`src/rtl/multicycle_ctrl_pkg.sv`:
```
// Shared types for the multi-cycle RV32I stage sequencer.
package multicycle_ctrl_pkg;

   typedef enum logic [2:0] {
      STATE_IDLE = 3'd0,
      STATE_IF   = 3'd1,
      STATE_ID   = 3'd2,
      STATE_EX   = 3'd3,
      STATE_MEM  = 3'd4,
      STATE_WB   = 3'd5,
      STATE_HALT = 3'd6,
      STATE_ERR  = 3'd7
   } state_e;

   typedef struct packed {
      logic reg_we;
      logic is_load;
      logic is_store;
   } dec_flags_t;

endpackage

```
`src/rtl/multicycle_ctrl_wait_timer.sv`:
```
// Memory-wait counter; flags the wait cycle that reaches the timeout value.
module mem_wait_timer #(
   parameter int TIMEOUT_W = 8
) (
   input  logic clk,
   input  logic rst_n,
   input  logic clear,
   input  logic en,
   output logic expire
);

   localparam logic [TIMEOUT_W-1:0] LAST = {TIMEOUT_W{1'b1}} - 1'b1;

   logic [TIMEOUT_W-1:0] cnt_q, cnt_d;

   always_comb begin
      cnt_d = cnt_q;
      if (clear)
         cnt_d = '0;
      else if (en)
         cnt_d = cnt_q + 1'b1;
   end

   // this wait cycle is the (2**W-1)-th one
   assign expire = en & (cnt_q == LAST);

   always_ff @(posedge clk or negedge rst_n) begin
      if (!rst_n)
         cnt_q <= '0;
      else
         cnt_q <= cnt_d;
   end

endmodule

```
`src/rtl/multicycle_ctrl.sv`:
```
// Stage sequencer: steps IF->ID->EX->(MEM)->WB with memory handshakes.
module multicycle_ctrl
   import multicycle_ctrl_pkg::*;
#(
   parameter int TIMEOUT_W = 8,
   parameter int CNT_W     = 32
) (
   input  logic             clk,
   input  logic             rst_n,
   input  logic             start,
   output logic             imem_req,
   input  logic             imem_ready,
   output logic             ir_we,
   input  logic             dec_reg_we,
   input  logic             dec_is_load,
   input  logic             dec_is_store,
   input  logic             dec_is_halt,
   output logic             dmem_req,
   output logic             dmem_we,
   input  logic             dmem_ready,
   output logic             rf_we,
   output logic             pc_we,
   output logic [2:0]       stage,
   output logic             halted,
   output logic             mem_err,
   output logic [CNT_W-1:0] retire_cnt
);

   state_e           state_q, state_d;
   dec_flags_t       flags_q, flags_d;
   logic [CNT_W-1:0] retire_q, retire_d;
   logic             wait_clr, wait_en, timeout;

   assign wait_clr = (state_q != STATE_IF) && (state_q != STATE_MEM);
   assign wait_en  = ((state_q == STATE_IF) && !imem_ready)
                   | ((state_q == STATE_MEM) && !dmem_ready);

   mem_wait_timer #(.TIMEOUT_W(TIMEOUT_W)) u_timer (
      .clk    (clk),
      .rst_n  (rst_n),
      .clear  (wait_clr),
      .en     (wait_en),
      .expire (timeout)
   );

   always_comb begin
      state_d  = state_q;
      flags_d  = flags_q;
      retire_d = retire_q;
      imem_req = 1'b0;
      ir_we    = 1'b0;
      dmem_req = 1'b0;
      dmem_we  = 1'b0;
      rf_we    = 1'b0;
      pc_we    = 1'b0;
      unique case (state_q)
         STATE_IDLE: if (start) state_d = STATE_IF;
         STATE_IF: begin
            imem_req = 1'b1;
            if (imem_ready) begin
               ir_we   = 1'b1;
               state_d = STATE_ID;
            end else if (timeout) begin
               state_d = STATE_ERR;
            end
         end
         STATE_ID: begin
            flags_d = '{reg_we:   dec_reg_we,
                        is_load:  dec_is_load,
                        is_store: dec_is_store};
            state_d = dec_is_halt ? STATE_HALT : STATE_EX;
         end
         STATE_EX: begin
            if (flags_q.is_load || flags_q.is_store)
               state_d = STATE_MEM;
            else
               state_d = STATE_WB;
         end
         STATE_MEM: begin
            dmem_req = 1'b1;
            dmem_we  = flags_q.is_store;
            if (dmem_ready)
               state_d = STATE_WB;
            else if (timeout)
               state_d = STATE_ERR;
         end
         STATE_WB: begin
            rf_we    = flags_q.reg_we & ~flags_q.is_store;
            pc_we    = 1'b1;
            retire_d = retire_q + 1'b1;
            state_d  = STATE_IF;
         end
         STATE_HALT: state_d = STATE_HALT;
         STATE_ERR:  state_d = STATE_ERR;
      endcase
   end

   always_ff @(posedge clk or negedge rst_n) begin
      if (!rst_n) begin
         state_q  <= STATE_IDLE;
         flags_q  <= '0;
         retire_q <= '0;
      end else begin
         state_q  <= state_d;
         flags_q  <= flags_d;
         retire_q <= retire_d;
      end
   end

   assign stage      = state_q;
   assign halted     = (state_q == STATE_HALT);
   assign mem_err    = (state_q == STATE_ERR);
   assign retire_cnt = retire_q;

endmodule

```
`config.mk`:
```
export PLATFORM = sky130hd
export DESIGN_NAME = multicycle_ctrl
export DESIGN_NICKNAME = d
export VERILOG_FILES = /design/src/rtl/multicycle_ctrl_pkg.sv /design/src/rtl/multicycle_ctrl_wait_timer.sv /design/src/rtl/multicycle_ctrl.sv
export SDC_FILE = /design/constraint.sdc
export NUM_CORES = 1
export LEC_CHECK = 0
export CAP_MARGIN = 20
export CORE_UTILIZATION = 53
export CTS_BUF_LIST = sky130_fd_sc_hd__clkbuf_8 sky130_fd_sc_hd__clkbuf_16
export DETAILED_ROUTE_END_ITERATION = 16
export PLACE_DENSITY_LB_ADDON = 0.05
export SLEW_MARGIN = 10
export SYNTH_ARGS = -nofsm -noshare
export SYNTH_HDL_FRONTEND = slang
export SYNTH_SLANG_ARGS = --single-unit
```
`constraint.sdc`:
```
create_clock -name clk -period 3.6 [get_ports clk]
set_input_delay 0.36 -clock clk [delete_from_list [all_inputs] [get_ports clk]]
set_output_delay 0.36 -clock clk [all_outputs]
set_load 0.005 [all_outputs]
```
# Word-level counts from Yosys, hierarchy flattened

Cells that the tools add are included.

Magnitude comparators: 0
Shifts and indexed selects: 0
Mux-type cells: 16
Add/subtract/negate cells: 2
Divide/modulo/power cells: 0
Eq/ne operators: 11
Reductions and logical operators: 8
$mul: 0
Bitwise logic cells: 4

Operators by type and width:

| operator                | count |
|---|---|
| $add A32 B1 Y32 const B | 1 |
| $pmux W3 S8             | 1 |
| $mux W8                 | 2 |
| $mux W3                 | 5 |
| $eq A3 B3 Y1 const B    | 4 |
| $add A8 B1 Y8 const B   | 1 |
| $eq A8 B8 Y1 const B    | 1 |
| $mux W1                 | 8 |
| $eq A3 B2 Y1 const B    | 2 |
| $eq A3 B1 Y1 const B    | 1 |
| $logic_and A1 B1 Y1     | 3 |
| $logic_not A3 Y1        | 1 |
| $ne A3 B1 Y1 const B    | 1 |
| $ne A3 B3 Y1 const B    | 1 |
| $and A1 B1 Y1           | 2 |
| $logic_not A1 Y1        | 2 |
| $ne A2 B2 Y1 const B    | 1 |
| $reduce_bool A2 Y1      | 1 |
| $logic_or A1 B1 Y1      | 1 |
| $not A1 Y1              | 1 |
| $or A1 B1 Y1            | 1 |

Register bits: 46
Bits in latches: 0
Logic and storage cells: 47
Memory bits (writable): 0
Bits in read-only memories: 0
Memories kept: 0

# Longest topological paths before layout

Gate-level depths: netlist (run 1).

Depth in word-level cells: 7
Gate-level depth with buffers: 6

# Modules after synthesis

Synthesis (run 1) repeated with hierarchy kept, for this count alone.

Cell total of the unflattened synthesis: 206
Area total of the unflattened synthesis: 2,274.7 um^2

Modules (own cells, without submodules):

| module          | area an instance (um^2) | times used | seq. area each (um^2) | cells each |
|---|---|---|---|---|
| multicycle_ctrl | 1,863.0                 | 1          | 950.9                 | 165 |
| mem_wait_timer  | 411.6                   | 1          | 200.2                 | 41 |

# Worst setup path after synthesis (run 1)

OpenSTA, ideal clock, no wires.

Kind: register -> register
Start: register state_q[0], in the netlist stage[0]
End: register u_timer.cnt_q[7]
Stages on the path, launching flop included: 6
Period minus slack after synthesis: 1,821 ps
Path slack: 1,779 ps
Required time: 3,523 ps
Arrival: 1,743 ps
Cell sequence: dfrtp_1 buf_6 or3b_1 a21o_1 or4_1 a21oi_1

Word-level cells in the longest chain between the ends: 4
Elaborated cells between the ends (all ways): 10
Those cells by class: eq/ne: 4; mux: 1; bitwise: 1; reduce/logical: 4

RTL lines:

| element                                             | RTL line                                     | RTL |
|---|---|---|
| start: declaration                                  | multicycle_ctrl.sv:29                        | `state_e state_q, state_d;` |
| start signal: assignment                            | multicycle_ctrl.sv:104                       | `state_q <= state_d;` |
| $eq A3 B1 Y1 / $eq A3 B3 Y1 (equally long branches) | multicycle_ctrl.sv:35, multicycle_ctrl.sv:36 |  |
| $logic_and A1 B1 Y1 (on tied branches)              | multicycle_ctrl.sv:35, multicycle_ctrl.sv:36 |  |
| $or A1 B1 Y1                                        | multicycle_ctrl.sv:36                        | `\| ((state_q == STATE_MEM) && !dmem_ready);` |
| $reduce_bool A2 Y1 (no source line)                 | n/a                                          |  |
| end signal: assignment                              | multicycle_ctrl_wait_timer.sv:31             | `cnt_q <= cnt_d;` |
| end: declaration                                    | multicycle_ctrl_wait_timer.sv:14             | `logic [TIMEOUT_W-1:0] cnt_q, cnt_d;` |

Several ways; a longest one is shown, not always the timed one.
A chain may end at the register's enable or synchronous reset.

# Worst setup path after layout (run 1)

Start: register state_q[1], in the netlist stage[1]
End: output rf_we

Word-level cells in the longest chain between the ends: 2

RTL lines:

| element          | RTL line              | RTL |
|---|---|---|
| $eq A3 B3 Y1     | multicycle_ctrl.sv:56 | `unique case (state_q)` |
| $mux W1          | multicycle_ctrl.sv:56 |  |
| end: declaration | multicycle_ctrl.sv:21 | `output logic rf_we,` |

No other way between the ends.

==> results of run 1 <==
logic make-up (layout without fill, tap and decap cells):
| family | Yosys count | count (layout) | synth area share [%] |
|---|---|---|---|
| fa+ha+maj | 3 | 3 | 1.68 |
| simple gates | 94 | 94 | 23.4 |
| compound gates | 17 | 17 | 4.80 |
| buf+inv | 16 | 71 | 3.24 |
| xor+xnor | 31 | 31 | 12.1 |
| mux | 7 | 7 | 3.35 |
| flops | 46 | 46 | 51.4 |
worst max path at each step:
stage	from	to	slack (ns)	depth (start not counted)
after floorplan	stage[0]$_DFFE_PN0P_	u_timer.cnt_q[7]$_DFFE_PN0P_	1.78	5
after global placement	imem_ready	u_timer.cnt_q[7]$_DFFE_PN0P_	1.48	5
after detailed placement	imem_ready	u_timer.cnt_q[7]$_DFFE_PN0P_	1.41	5
after CTS	stage[1]$_DFFE_PN0P_	rf_we	1.26	3
after global routing	stage[1]$_DFFE_PN0P_	rf_we	1.17	3
final	stage[1]$_DFFE_PN0P_	rf_we	1.28	3
cell usage after synthesis:
master,count
dfrtp_1,46
xor2_1,17
nand2_1,15
nor2_1,15
xnor2_1,14
nand3_1,13
nor3_1,11
inv_1,10
nand4_1,9
and4_1,7
a21oi_1,5
nor4_1,5
o21ai_0,5
mux2_2,4
and2_1,3
and3_1,3
clkbuf_1,3
ha_1,3
mux2i_1,3
a21o_1,2
and3b_1,2
nand2b_1,2
o311ai_0,2
o31ai_1,2
or3_1,2
or3b_1,2
or4_1,2
a221o_1,1
buf_2,1
buf_4,1
buf_6,1
nand4b_1,1
nor4_2,1
nor4b_1,1
layer usage:
metal | part of all wire [%] | track usage, % | up-vias
met2 | 48 | 34.6 | 57
met4 | 0.53 | 7.45 | 0
met5 | 0 | 0 | -
met3 | 4.9 | 6.16 | 2
met1 | 47 | 27.2 | 801
li1 | - | - | 865
state kept, by name, indices dropped and copies added (netlist names):
| signal | flops |
|---|---|
| retire_cnt | 32 |
| u_timer.cnt_q | 8 |
| flags_q | 3 |
| stage | 3 |
metrics by stage:
stage / hold slack, ns / cell area [µm²] / utilization, % / cells / worst slack (ns)
after floorplan: 0.0644 / 2240 / - / 214 / 1.78
after global placement: 0.456 / 2770 / 68.8 / 309 / 1.48
after detailed placement: 0.464 / 2770 / 68.8 / 309 / 1.41
after CTS: 0.262 / 2880 / 71.5 / 317 / 1.26
after global routing: 0.514 / 2910 / 72.2 / 319 / 1.17
final: 0.479 / 2910 / 72.2 / 319 / 1.28
area by class of cell:
| type | count | area (µm²) |
|---|---|---|
| sequential | 46 | 1150 |
| fill | 327 | 1120 |
| multi-input combinational | 152 | 1020 |
| timing repair buffer | 53 | 536 |
| clock buffer | 5 | 68.8 |
| tap | 50 | 62.6 |
| clock inverter | 3 | 37.5 |
| inverter | 10 | 37.5 |
worst max-delay path, stage by stage, from the launching register on:
cell and delay [ns]:
dfrtp_1 0.51, and3b_1 0.47, and3b_1 0.20, clkdlybuf4s50_1 0.49
timing repair:
item                                   in CTS  in global routing
hold buffers                                0                  1
buffers inserted                            0                  0
endpoints found under the hold margin       0                 15
power by group through the flow:
stage / logic, mW / clock network, mW / registers (mW)
after floorplan: 0.254 / 0 / 0.654
after global placement: 0.399 / 0 / 0.694
after detailed placement: 0.403 / 0 / 0.693
after CTS: 0.406 / 0.375 / 0.683
after global routing: 0.444 / 0.399 / 0.701
final: 0.403 / 0.368 / 0.685
==> results.json, run 1 <==
{
  "coreArea_um2": 4030,
  "avgSynthCellArea_um2": 10.5,
  "cts_buffers": 5,
  "overflow": 0,
  "ant_nets": 0,
  "hp-start": "retire_cnt[31]$_DFFE_PN0P_",
  "maxCapViolCount": 0,
  "post_cts_resized": 0,
  "vias": 1725,
  "slew_headroom_pct": 63.8,
  "setup_tns_ns": 0,
  "start_util_pct": 55.6,
  "crit_path_end_kind": "primary output",
  "min_period_over_period_pct": 64.4,
  "clock_latency_ns": 0.29,
  "rsz0062_at_grt": "no",
  "clock.fmax_mhz": 431,
  "routed_wl_um": 4320,
  "hold_class": "reg2reg",
  "power.density_nw_per_um2": 500,
  "grt_first_pass_wirelength_um": 7200,
  "cts-htree-levels": 2,
  "p_seq_share_pct": 47.0,
  "grt_util_all_layers_pct": 21.5,
  "internal_power_mw": 1.01,
  "finalClockSkew_ns": 0.00765,
  "synth_warnings": 0,
  "antenna_found_initial": 0,
  "final_common_cell": "clkdlybuf4s50_1",
  "fp.dieH_um": 67.0,
  "setup_violations": 0,
  "clk_pin_slew_ns": 0.08,
  "pwr-share-comb_pct": 27.7,
  "io_pins": 52,
  "fin_total_pwr_mw": 1.46,
  "max-clock-path-buffers": 2,
  "dieWidth_um": 67.0,
  "first_pass_iters": 6,
  "cp_max_fo": 13,
  "ir_worst_vdd_uv": 472,
  "synth_nets": 226,
  "arrival_ns": 1.96,
  "grt_max_degree": 47,
  "synth_area_leaders": "dfrtp_1 (51%), xor2_1 (6.6%), xnor2_1 (5.5%), nand3_1 (2.9%), and4_1 (2.7%)",
  "hold_violations": 0,
  "layout_common_cells": "clkdlybuf4s50_1 (50), dfrtp_1 (46), xor2_1 (17), nor2_1 (15), nand2_1 (15)",
  "drt_iter0_drc": 139,
  "ys_types": 34,
  "grt_pass1_vias": 1639,
  "r2r_slack_ns": 1.56,
  "cts_tree": "built",
  "routed_via_density": 5.41,
  "rows": 23,
  "yosysTopAreaCellShare_pct": 51.4,
  "antennaDiodeCount": 0,
  "ys_ff_latch": 46,
  "final_nets": 280,
  "power_switching_share_pct": 30.3,
  "yosysTopAreaCell": "dfrtp_1",
  "area_delta_synth_final_pct": 29.9,
  "route.detailed.drc": 0,
  "hold_path_end": "retire_cnt[31]$_DFFE_PN0P_",
  "synth_area_um2": 2240,
  "hpwlAfterDp_um": 3050,
  "r2r-start": "stage[1]$_DFFE_PN0P_",
  "cts-root-buf": "clkbuf_8",
  "cp-start-kind": "flip-flop",
  "cp.required_ns": 3.24,
  "status": "completed",
  "port-buffer-count": 51,
  "critPathKind": "reg2out",
  "clock_power_share_pct": 25.3,
  "rr_worst_depth": 4,
  "period_minus_slack_ns": 2.32,
  "synthCells": 214,
  "yosysSeqAreaShare_pct": 51.4,
  "place.gp.congestion": 0.779,
  "drt-wirelength-per-cell_um": 13.5,
  "slew_viol_final": 0,
  "worstMarginPinSlew_ns": 0.541,
  "power_switching_uw": 442,
  "min_path_cells": 1,
  "drive_gt1_share_pct": 4.83,
  "clock_sinks": 46,
  "cellLeakagePower_nw": 1.29,
  "die_area_um2": 4490,
  "rr_endpoint": "retire_cnt[17]$_DFFE_PN0P_"
}
Power figures use the tool's default switching activity.
==> run 2: changes to the inputs <==
--- a/config.mk
+++ b/config.mk
@@ -6,7 +6,7 @@
 export NUM_CORES = 1
 export LEC_CHECK = 0
 export CAP_MARGIN = 20
-export CORE_UTILIZATION = 53
+export CORE_UTILIZATION = 45
 export CTS_BUF_LIST = sky130_fd_sc_hd__clkbuf_8 sky130_fd_sc_hd__clkbuf_16
 export DETAILED_ROUTE_END_ITERATION = 16
 export PLACE_DENSITY_LB_ADDON = 0.05
==> constraint.sdc (replaced) <==
create_clock -name clk -period 1.9 [get_ports clk]
set_input_delay 0.19 -clock clk [delete_from_list [all_inputs] [get_ports clk]]
set_output_delay 0.19 -clock clk [all_outputs]
set_load 0.005 [all_outputs]
==> results.json, run 2 (synthesis gave the netlist of run 1 again) <==
{
  "fp.dieH_um": 72.5,
  "clk_pin_slew_ns": 0.08,
  "arrival_ns": 1.69,
  "hpwlAfterDp_um": 3210,
  "ir_worst_vdd_uv": 824,
  "clock_sinks": 46,
  "grt_first_pass_wirelength_um": 7510,
  "final_nets": 301,
  "layout_common_cells": "clkdlybuf4s50_1 (48), dfrtp_1 (44), buf_4 (21), xor2_1 (17), nand2_1 (15)",
  "cts_tree": "built",
  "start_util_pct": 47.1,
  "antennaDiodeCount": 0,
  "clock.fmax_mhz": 532,
  "coreArea_um2": 4750,
  "area_delta_synth_final_pct": 37.9,
  "route.detailed.drc": 0,
  "finalClockSkew_ns": 0.00403,
  "slew_headroom_pct": 62.2,
  "rsz0062_at_grt": "yes",
  "setup_violations": 0,
  "routed_via_density": 5.03,
  "final_util_pct": 64.9,
  "min_period_over_period_pct": 98.9,
  "cts-htree-levels": 2,
  "hold_class": "reg2reg",
  "grt_util_all_layers_pct": 18.5,
  "io_pins": 52,
  "dieWidth_um": 72.5,
  "crit_path_end_kind": "primary output",
  "worstMarginPinSlew_ns": 0.567,
  "status": "completed",
  "fin_total_pwr_mw": 2.93,
  "power.density_nw_per_um2": 948,
  "cellLeakagePower_nw": 1.41,
  "cp-start-kind": "flip-flop",
  "vias": 1785,
  "hold_violations": 0,
  "drt-wirelength-per-cell_um": 12.6,
  "overflow": 0,
  "place.gp.congestion": 0.776,
  "cp.required_ns": 1.71,
  "die_area_um2": 5260,
  "clock_latency_ns": 0.29,
  "drive_gt1_share_pct": 14.9,
  "cp_max_fo": 6,
  "grt_pass1_vias": 1707,
  "worst_slack_ns": 0.0216,
  "port-buffer-count": 51,
  "cts_buffers": 5,
  "preCtsSetupSlack_ns": 0.0145,
  "final_common_cell": "clkdlybuf4s50_1",
  "ant_nets": 0,
  "critPathKind": "reg2out",
  "largest_reg_flops": 32,
  "maxCapViolCount": 0,
  "max-clock-path-buffers": 2,
  "cts-root-buf": "clkbuf_8",
  "slew_viol_final": 0,
  "drt_iter0_drc": 83,
  "routed_wl_um": 4480,
  "grt_max_degree": 47,
  "rows": 25,
  "first_pass_iters": 4,
  "period_minus_slack_ns": 1.88,
  "antenna_found_initial": 0
}
==> run 2: final timing paths <==
kind / from / endpoint / slack [ns] / cells after the start
max: stage[0]$_DFFE_PN0P_ / dmem_we / 0.02 / 4
min: retire_cnt[31]$_DFFE_PN0P_ / retire_cnt[31]$_DFFE_PN0P_ / 0.47 / 1
max reg2reg: stage[2]$_DFFE_PN0P_ / u_timer.cnt_q[7]$_DFFE_PN0P_ / 0.04 / 5
min reg2reg: retire_cnt[31]$_DFFE_PN0P_ / retire_cnt[31]$_DFFE_PN0P_ / 0.47 / 1
max in group asynchronous: rst_n / stage[2]$_DFFE_PN0P_ / 0.97 / 3
min in group asynchronous: rst_n / retire_cnt[27]$_DFFE_PN0P_ / 0.50 / 3
==> run 2: power breakdown <==
part / total (mW) / switching (mW) / internal, mW
Sequential: 1.26 / 0.153 / 1.11
Combinational: 1.09 / 0.445 / 0.643
Clock: 0.577 / 0.296 / 0.281
==> run 2: routing by layer <==
layer	global-route usage, %	routed length [µm]	share of wire [%]	vias up
li1	-	-	-	906
met1	23.9	2170	48	826
met2	30.6	2100	47	51
met3	4.86	188	4.2	2
met4	5.23	25	0.56	0
met5	0	0	0	-
==> run 2: through the flow <==
stage | hold slack [ns] | instances | cell area [µm²] | setup TNS [ns]
4_1_cts | 0.473 | 352 | 3040 | -0.0488
2_1_floorplan | -0.106 | 214 | 2240 | 0
3_5_place_dp | 0.309 | 339 | 2890 | 0
5_1_grt | 0.496 | 355 | 3090 | -0.117
3_3_place_gp | 0.314 | 339 | 2890 | 0
6_report | 0.466 | 355 | 3090 | 0
==> run 2: layout make-up <==
cell class,count,area [µm²]
Fill cell,396,1670
Sequential cell,46,1150
Multi-Input combinational cell,152,1040
Timing Repair Buffer,74,689
Tap cell,67,83.8
Clock buffer,6,82.6
Inverter,10,37.5
==> run 2: critical path, cell delays in order, from the launching register on <==
cell,delay (ns)
dfrtp_2,0.45
nand2b_1,0.18
nor2_2,0.14
and2_1,0.15
clkdlybuf4s50_1,0.49
==> run 2: what timing repair did <==
action / 4_1_cts / 5_1_grt
setup endpoints to repair: 6 / 10
gates resized for setup: 4 / 9
hold endpoints to repair: 13 / 0
pin swaps: 1 / 4
hold buffers: 1 / 0
buffers inserted: 6 / 3
